**src/rtl/conv_seq_ctrl.sv**
```systemverilog
// conv_seq_ctrl: sequences the 32-bit control word of the conv core.
// Optional busy-cycle counter output: define CONV_SEQ_CTRL_PERF_EN.
module conv_seq_ctrl #(
  parameter int IFM_WORDS = 4,
  parameter int WHT_WORDS = 2,
  parameter int OUT_WORDS = 7,
  parameter int CHNL_NUM  = 3,
  parameter int CW        = 16
) (
  input  logic          clk,
  input  logic          rst,
  input  logic          start,
  input  logic          abort,
  input  logic [CW-1:0] tile_num,
  output logic [31:0]   state,
  output logic          busy,
  output logic          done,
  output logic [CW-1:0] tile_idx
`ifdef CONV_SEQ_CTRL_PERF_EN
  ,
  output logic [31:0]   perf_cycles
`endif
);

  localparam int L  = (IFM_WORDS > WHT_WORDS) ? IFM_WORDS : WHT_WORDS;
  localparam int WM = (L > OUT_WORDS) ? L : OUT_WORDS;
  localparam int WW = $clog2(WM + 1);
  localparam int NW = $clog2(CHNL_NUM + 1);

  localparam logic [WW-1:0] L_LAST = WW'(L - 1);
  localparam logic [WW-1:0] O_LAST = WW'(OUT_WORDS - 1);
  localparam logic [WW-1:0] IFM_N  = WW'(IFM_WORDS);
  localparam logic [WW-1:0] WHT_N  = WW'(WHT_WORDS);
  localparam logic [NW-1:0] C_LAST = NW'(CHNL_NUM - 1);

  if (IFM_WORDS < 1 || WHT_WORDS < 1 || OUT_WORDS < 1 || CHNL_NUM < 1) begin : g_bad_cfg
    $error("conv_seq_ctrl: word and channel counts must be >= 1");
  end

  typedef enum logic [3:0] {
    S_IDLE, S_LOAD, S_FLUSH, S_PE, S_PA, S_BA,
    S_CA, S_RELU, S_P2SW, S_P2SR, S_DONE
  } st_t;

  st_t           st, st_n;
  logic [WW-1:0] wcnt, wcnt_n;
  logic [NW-1:0] chnl, chnl_n;
  logic [CW-1:0] tile, tile_n;
  logic [CW-1:0] last, last_n;
  logic [31:0]   word_n;

  assign tile_idx = tile;

  // Next-state and loop-counter logic; abort overrides everything.
  always_comb begin
    st_n   = st;
    wcnt_n = wcnt;
    chnl_n = chnl;
    tile_n = tile;
    last_n = last;
    if (abort) begin
      st_n   = S_IDLE;
      wcnt_n = '0;
      chnl_n = '0;
      tile_n = '0;
      last_n = '0;
    end else begin
      unique case (st)
        S_IDLE: if (start) begin
          st_n   = S_LOAD;
          wcnt_n = '0;
          chnl_n = '0;
          tile_n = '0;
          last_n = (tile_num == '0) ? '0 : tile_num - 1'b1;
        end
        S_LOAD: if (wcnt == L_LAST) begin
          wcnt_n = '0;
          st_n   = S_FLUSH;
        end else begin
          wcnt_n = wcnt + 1'b1;
        end
        S_FLUSH: st_n = S_PE;
        S_PE:    st_n = S_PA;
        S_PA:    st_n = S_BA;
        S_BA:    st_n = S_CA;
        S_CA: if (chnl < C_LAST) begin
          chnl_n = chnl + 1'b1;
          st_n   = S_LOAD;
        end else begin
          chnl_n = '0;
          st_n   = S_RELU;
        end
        S_RELU: st_n = S_P2SW;
        S_P2SW: begin
          wcnt_n = '0;
          st_n   = S_P2SR;
        end
        S_P2SR: if (wcnt == O_LAST) begin
          wcnt_n = '0;
          if (tile == last) begin
            st_n = S_DONE;
          end else begin
            tile_n = tile + 1'b1;
            st_n   = S_LOAD;
          end
        end else begin
          wcnt_n = wcnt + 1'b1;
        end
        S_DONE:  st_n = S_IDLE;
        default: st_n = S_IDLE;
      endcase
    end
  end

  // Control word for the upcoming state; shift bits echo last cycle's reads.
  always_comb begin
    word_n = '0;
    unique case (st_n)
      S_LOAD: begin
        word_n[0] = (wcnt_n < IFM_N);
        word_n[1] = (wcnt_n < WHT_N);
        word_n[4] = state[0];
        word_n[5] = state[1];
      end
      S_FLUSH: begin
        word_n[4] = state[0];
        word_n[5] = state[1];
      end
      S_PE:    word_n[3:2] = 2'b11;
      S_PA:    word_n[7:6] = 2'b11;
      S_BA:    word_n[8]   = 1'b1;
      S_CA:    word_n[9]   = 1'b1;
      S_RELU:  word_n[10]  = 1'b1;
      S_P2SW:  word_n[11]  = 1'b1;
      S_P2SR:  word_n[12]  = 1'b1;
      default: word_n      = '0;
    endcase
  end

  // State, counters and registered outputs.
  always_ff @(posedge clk or posedge rst) begin
    if (rst) begin
      st    <= S_IDLE;
      wcnt  <= '0;
      chnl  <= '0;
      tile  <= '0;
      last  <= '0;
      state <= '0;
      busy  <= 1'b0;
      done  <= 1'b0;
    end else begin
      st    <= st_n;
      wcnt  <= wcnt_n;
      chnl  <= chnl_n;
      tile  <= tile_n;
      last  <= last_n;
      state <= word_n;
      busy  <= (st_n != S_IDLE);
      done  <= (st_n == S_DONE);
    end
  end

`ifdef CONV_SEQ_CTRL_PERF_EN
  // Saturating busy-cycle count, restarted by each accepted start.
  always_ff @(posedge clk or posedge rst) begin
    if (rst) begin
      perf_cycles <= '0;
    end else if (st == S_IDLE && start && !abort) begin
      perf_cycles <= '0;
    end else if (busy && perf_cycles != '1) begin
      perf_cycles <= perf_cycles + 1'b1;
    end
  end
`endif

endmodule

```
**config.mk**
```make
export PLATFORM = sky130hd
export DESIGN_NAME = conv_seq_ctrl
export DESIGN_NICKNAME = d
export VERILOG_FILES = /design/src/rtl/conv_seq_ctrl.sv
export SDC_FILE = /design/constraint.sdc
export NUM_CORES = 1
export LEC_CHECK = 0
export ABC_AREA = 1
export CAP_MARGIN = 30
export CORE_ASPECT_RATIO = 0.9
export CORE_MARGIN = 2
export CORE_UTILIZATION = 55
export CTS_CLUSTER_SIZE = 24
export DETAILED_ROUTE_END_ITERATION = 16
export PLACE_DENSITY = 0.85
export RECOVER_POWER = 100
export SLEW_MARGIN = 20
export SYNTH_ARGS = -nofsm -noshare
export SYNTH_HDL_FRONTEND = slang
export SYNTH_SLANG_ARGS = --single-unit
```
**constraint.sdc**
```tcl
create_clock -name clk -period 5.1 [get_ports clk]
set_input_delay 0.51 -clock clk [delete_from_list [all_inputs] [get_ports clk]]
set_output_delay 0.51 -clock clk [all_outputs]
set_load 0.05 [all_outputs]
```
== After elaboration in Yosys (flattened, before gate mapping) ==
Cells that the tools add are included.

* $add $sub $neg: 4
* Magnitude comparators: 3
* Muxes and demuxes: 34
* Equal/unequal tests: 25
* Reductions and logical operators: 11

{| class="wikitable"
|+ Operators by type and width
! kind !! number
|-
| $mux 16 || 8
|-
| $pmux 4 s10 || 1
|-
| $eq 4x3->1 const B || 8
|-
| $pmux 16 s2 || 1
|-
| $eq 4x4->1 const B || 5
|-
| $mux 4 || 5
|-
| $add 16x1->16 const B || 1
|-
| $eq 16x16->1 || 1
|-
| $eq 4x2->1 const B || 4
|-
| $logic_not 16->1 || 1
|-
| $sub 16x1->16 const B || 1
|-
| $mux 3 || 5
|-
| $mux 2 || 7
|-
| $pmux 3 s4 || 1
|-
| $ne 3x3->1 const B || 3
|-
| $eq 4x1->1 const B || 2
|-
| $reduce_bool 3->1 || 2
|-
| $mux 1 || 5
|-
| $logic_not 4->1 || 1
|-
| $pmux 2 s2 || 1
|-
| $reduce_and 2->1 || 2
|-
| $reduce_and 4->1 || 1
|-
| $reduce_bool 2->1 || 2
|-
| $reduce_bool 4->1 || 1
|-
| 8 further kinds || 8
|}

* Logic and storage cells: 85
* Bits of input ports: 20
* Register bits after elaboration: 56
* Output and inout bits: 50

== Longest topological paths before layout ==
* Depth after elaboration: 8
* Depth in mapped cells: 15
* Mapped depth without buffers: 13

== Worst setup path after synthesis ==
No wires, ideal clock.

* Path kind: flip-flop to flip-flop
* Start: register tile[1] (netlist: tile_idx[1])
* End: register tile[14] (netlist: tile_idx[14])
* Required time: 4.978 ns
* Arrival: 1.945 ns
* Setup slack: 3.033 ns
* Cell stages (with the launch flop): 12
* Path through: dfrtp_1 -> ha_1 -> nand2_1 -> nor2_1 -> nand2_1 -> nor2_1 -> nand2_1 -> nor2_1 -> nand3_1 -> nand2_1 -> nand3_1 -> a21boi_1

* Longest elaborated chain between the ends: 5
* Elaborated cells between the ends (all ways): 8
* Those cells by class: 1 x add/sub; 2 x eq/ne; 4 x mux; 1 x reduce/logical

{| class="wikitable"
|+ RTL lines
! item !! line !! source
|-
| start: declaration || 48 || <nowiki>logic [CW-1:0] tile, tile_n;</nowiki>
|-
| start signal: assignment || 155 || <nowiki>tile <= tile_n;</nowiki>
|-
| $add 16x1->16 || 103 || <nowiki>tile_n = tile + 1'b1;</nowiki>
|-
| $mux 16 || 100 || <nowiki>if (tile == last) begin</nowiki>
|-
| $mux 16 || 98 || <nowiki>S_P2SR: if (wcnt == O_LAST) begin</nowiki>
|-
| $pmux 16 s2 || 68 || <nowiki>unique case (st)</nowiki>
|-
| $mux 16 || 61 || <nowiki>if (abort) begin</nowiki>
|}

Parallel ways exist; a longest one is shown, timed or not. The select of a mux whose other input is x is not followed.
A chain may end at the register's enable or synchronous reset.

== Worst setup path in the final report ==
* Start: register st[1]
* End: register tile[8] (netlist: tile_idx[8])

* Longest elaborated chain between the ends: 3
* Elaborated cells between the ends (all ways): 9
* Those cells by class: 4 x eq/ne; 2 x mux; 3 x reduce/logical

{| class="wikitable"
|+ RTL lines
! item !! line !! source
|-
| start: declaration || 45 || <nowiki>st_t st, st_n;</nowiki>
|-
| start signal: assignment || 152 || <nowiki>st <= st_n;</nowiki>
|-
| $eq 4x4->1 / $logic_not 4->1 (equally long branches) || 68 ||
|-
| $ne 3x3->1 (no source line), or another cell as far along || -- ||
|-
| $reduce_and 4->1 (no source line) / $mux 16 (equally long branches) || -- ||
|}

Parallel ways exist; a longest one is shown, timed or not.

==> results_tabular.tex <==
\begin{tabular}{lr}
\hline
Metric & Value \\
\hline
\multicolumn{2}{l}{\textbf{Outcome}} \\
Status & finished, violations left \\
Violations in the final reports & capacitance limit, slew limit \\
\multicolumn{2}{l}{\textbf{Floorplan}} \\
CORE AREA & 5760 um\^{}2 \\
Die Ht & 77.7 um \\
Die width & 85.9 um \\
Starting Density & 57.7\% \\
I/O pin cnt & 70 \\
Site Rows & 26 \\
Area of the die & 6680 um\^{}2 \\
\multicolumn{2}{l}{\textbf{Global route}} \\
Overall track demand over capacity in global routing & 22.6\% \\
Gr busiest metal & met2 \\
Pin count of the biggest net entering global routing & 33 \\
Met2 GRT Util & 34.9\% \\
Overflow left after global routing & 0 \\
Number of global-route vias before repair & 2692 \\
Fraction of met1 tracks used by global routing & 33.2\% \\
Met3 GRT Util & 3.30\% \\
First-pass GRT wire length & 12200 um \\
Initial antenna violation count & 0 \\
\multicolumn{2}{l}{\textbf{STA}} \\
Transition time of the tightest slew-check pin & 1.64 ns \\
Setup TNS & 0 ns \\
Count of endpoints failing setup in the final report & 0 \\
Hold slack & 0.499 ns \\
Endpoints failing hold & 0 \\
Final Skew & 0.00457 ns \\
Final-report max-slew violation count & 33 \\
Least setup slack across all paths after layout & 1.83 ns \\
Unrepaired setup endpoints after global routing & no \\
Relative slew margins & -9.56\% \\
Final worst path period share & 64.1\% \\
FMAX & 306 MHz \\
Post-layout minimum cycle time & 3.27 ns \\
\multicolumn{2}{l}{\textbf{Critical path}} \\
Crit path largest cell delay & 0.62 ns \\
Largest fanout on the critical path & 22 \\
Kind of cell adding the most delay to the critical path & simple AND/OR/NAND/NOR gates \\
Startpoint of the lowest-slack register-to-register path & st[1] \\
Crit path DAT & 3.48 ns \\
Bufs and invs on worst path & 2 \\
Worst reg-to-reg path cell count & 11 \\
Critical path startpoint category & register \\
Register-to-Register Setup Slack & 1.83 ns \\
Critical Path End Type & register \\
Path type of the worst setup path & reg2reg \\
Cells along the critical path & nor2\_1 -> clkinv\_1 -> nor3\_1 -> nand2\_2 -> nand2\_1 -> clkinvlp\_2 -> nand2\_1 -> nand2\_1 -> nand2\_1 -> nand2\_1 -> o21a\_1 \\
Logic depth of the worst path, buffers included & 11 \\
Data required time of the worst path & 5.31 ns \\
Crit Reg-Reg Endpoint & tile\_idx[8] \\
CP Launch Point & st[1] \\
Most frequent cell on the critical path & sky130\_fd\_sc\_hd\_\_nand2\_1 \\
CP endpoint & tile\_idx[8] \\
CP max-delay cell & sky130\_fd\_sc\_hd\_\_nand2\_1 \\
\multicolumn{2}{l}{\textbf{Detailed routing}} \\
Antenna Violating Nets Remaining & 0 \\
Number of detailed-routing iterations run before antenna repair & 5 \\
Iteration-0 DRC count of the detailed router & 251 \\
Vias per inst & 5.16 \\
Number of design rule violations left after detail routing & 0 \\
Via count & 2957 \\
Final routed wire length divided by cell count & 12.7 um \\
Routed wire length & 7260 um \\
\multicolumn{2}{l}{\textbf{Power and ir drop}} \\
Switching power as a share of total power & 31.4\% \\
Clk pwr share & 29.0\% \\
PD cells & 223 nW/um\^{}2 \\
Gate power share & 18.3\% \\
Internal power & 586 uW \\
Worst IR drop on VDD & 0.141 mV \\
Net switching power & 268 uW \\
Power consumption & 854 uW \\
Fraction of power consumed by sequential logic & 52.7\% \\
P\_leak & 1.98 nW \\
\multicolumn{2}{l}{\textbf{Logic synthesis}} \\
Syn avg cell area & 7.35 um\^{}2 \\
Area share of xor/xnor cells in the synthesized design & 3.16\% \\
Largest area contributor in the synthesized netlist & sky130\_fd\_sc\_hd\_\_dfrtp\_1 \\
Combinational family with the most area after synthesis & simple AND/OR/NAND/NOR gates \\
Mux contribution to synthesized area & 0\% \\
Netlist area before placement & 3320 um\^{}2 \\
Fraction of the mapped netlist area in adder cells & 2.64\% \\
Proportion of synthesized chip area in sequential cells & 40.7\% \\
Most frequent cell after synthesis & sky130\_fd\_sc\_hd\_\_nand2\_1 \\
Post-synthesis register bit count & 54 \\
Top cells by instance count after synthesis & sky130\_fd\_sc\_hd\_\_nand2\_1, sky130\_fd\_sc\_hd\_\_inv\_1, sky130\_fd\_sc\_hd\_\_dfrtp\_1, sky130\_fd\_sc\_hd\_\_nor2\_1, sky130\_fd\_sc\_hd\_\_nand3\_1 \\
Number of enable flip-flop cells after synthesis & 0 \\
Cell types with the largest area share after synthesis & sky130\_fd\_sc\_hd\_\_dfrtp\_1, sky130\_fd\_sc\_hd\_\_nand2\_1, sky130\_fd\_sc\_hd\_\_inv\_1 \\
Synth Area in Compound Gates & 9.83\% \\
Synthesis Warnings & 0 \\
Unique masters post-synth & 38 \\
Share of Yosys cell area claimed by the top area cell type & 40.7\% \\
Async S/R FF share, synth & 100\% \\
Post-Synthesis Cells & 452 \\
Most used flip-flop cell after synthesis & sky130\_fd\_sc\_hd\_\_dfrtp\_1 \\
Simple-gate portion of the synthesized area & 28.3\% \\
\multicolumn{2}{l}{\textbf{Clock network}} \\
Number of clock buffers inserted by TritonCTS & 5 \\
Deepest level of the CTS H-tree & 2 \\
CTS tree & built \\
Clock Tree Buf Depth & 2 \\
Clk root buf & sky130\_fd\_sc\_hd\_\_clkbuf\_8 \\
Post-cts gate resize count & 0 \\
Clock latency at the later pin of the worst-skew pair & 0.31 ns \\
Hold-fix buffers at CTS & 0 \\
CTS sink cnt & 54 \\
Post-CTS clock slew at the launch and capture registers of the worst setup and hold paths & 0.10 ns \\
Setup repair bufs after CTS & 0 \\
\multicolumn{2}{l}{\textbf{Finish}} \\
Fraction of layout cells with a size suffix above 1 & 6.16\% \\
Final std cells w/o fill & 573 \\
ANT cells & 0 \\
Final Core Density & 66.6\% \\
Summed area of non-filler cells in the final layout & 3830 um\^{}2 \\
Area growth, synth to finish & 15.4\% \\
Number of nets in the layout & 529 \\
Layout fillers & 501 \\
\multicolumn{2}{l}{\textbf{Placed design}} \\
Standard cell area after detailed placement & 3800 um\^{}2 \\
Dpl hpwl & 5670 um \\
Post-placement worst setup slack & 2.62 ns \\
Total of buffers placed on input and output ports & 50 \\
Final estimated routing congestion in global placement & 0.921 \\
Instance count after placement with tap cells included & 565 \\
\multicolumn{2}{l}{\textbf{Job}} \\
Number of maximum-capacitance violations & 1 \\
\multicolumn{2}{l}{\textbf{Hold path}} \\
Path class of the lowest-slack min-delay path & reg2reg \\
\hline
\end{tabular}
tightest hold or removal path: cells and delay by family, from the launching register on:
kind	cells	cell delay (ns)
flip-flops	1	0.38
buffers and inverters	1	0.05
AND/OR/NAND/NOR	1	0.04
cell usage in the layout, fill, tap and decap left out, drive strengths merged:
cell	instances
a21boi	1
a21oi	15
a22oi	2
a31o	1
a32o	1
a32oi	1
clkbuf	6
clkdlybuf4s50	17
clkinv	2
clkinvlp	2
conb	19
dfrtp	54
dlygate4sd3	33
ha	7
inv	82
nand2	110
nand3	29
nand4	4
nor2	58
nor3	5
nor3b	1
o21a	1
o21ai	20
o22ai	12
o31ai	2
or2	6
xnor2	2
xor2	10
worst min path at each step:
stage / from / end / cells past startpoint
after global routing: state[0] / state[4] / 2
after global placement: state[1] / state[5] / 2
final: state[0] / state[4] / 2
after detailed placement: state[1] / state[5] / 2
after floorplan: chnl[0] / chnl[0] / 1
after CTS: state[1] / state[5] / 2
kinds of logic (layout without fill, tap and decap cells):
family | Yosys count | in the layout
AND/OR/NAND/NOR | 213 | 213
buffers and inverters | 109 | 142
AO/OA/AOI/OAI | 56 | 56
flip-flops | 54 | 54
XOR/XNOR | 12 | 12
adder cells (fa/ha/maj) | 7 | 7
other | 1 | 19
final cells by class:
type | instances | area (um^2) | share of cell area [%]
inverters | 83 | 313 | 8.16
well taps | 70 | 87.6 | 2.28
multi-input cells | 307 | 1490 | 38.7
flip-flops and latches | 54 | 1350 | 35.2
repair buffers | 51 | 504 | 13.1
clock buffers | 5 | 68.8 | 1.79
clock inverters | 3 | 25.0 | 0.653
layer usage:
layer / up-vias / wire [um] / part of all wire, %
met5: - / 0 / 0
met4: 0 / 96 / 1.3
met3: 10 / 563 / 7.8
met2: 137 / 3290 / 45
met1: 1347 / 3310 / 46
li1: 1463 / - / -
registers in the layout, summed over array words and instances (netlist names):
signal    cells
last         16
tile_idx     16
state        11
st            4
wcnt          3
chnl          2
busy          1
done          1
power by group through the flow:
stage	Clock [mW]	Combinational [mW]	Sequential (mW)
finish	0.247	0.156	0.450
global route	0.268	0.173	0.452
CTS	0.252	0.163	0.450
detailed placement	0	0.162	0.458
global placement	0	0.157	0.458
floorplan	0	0.121	0.467
No activity file was read; power rests on OpenSTA's default activity.
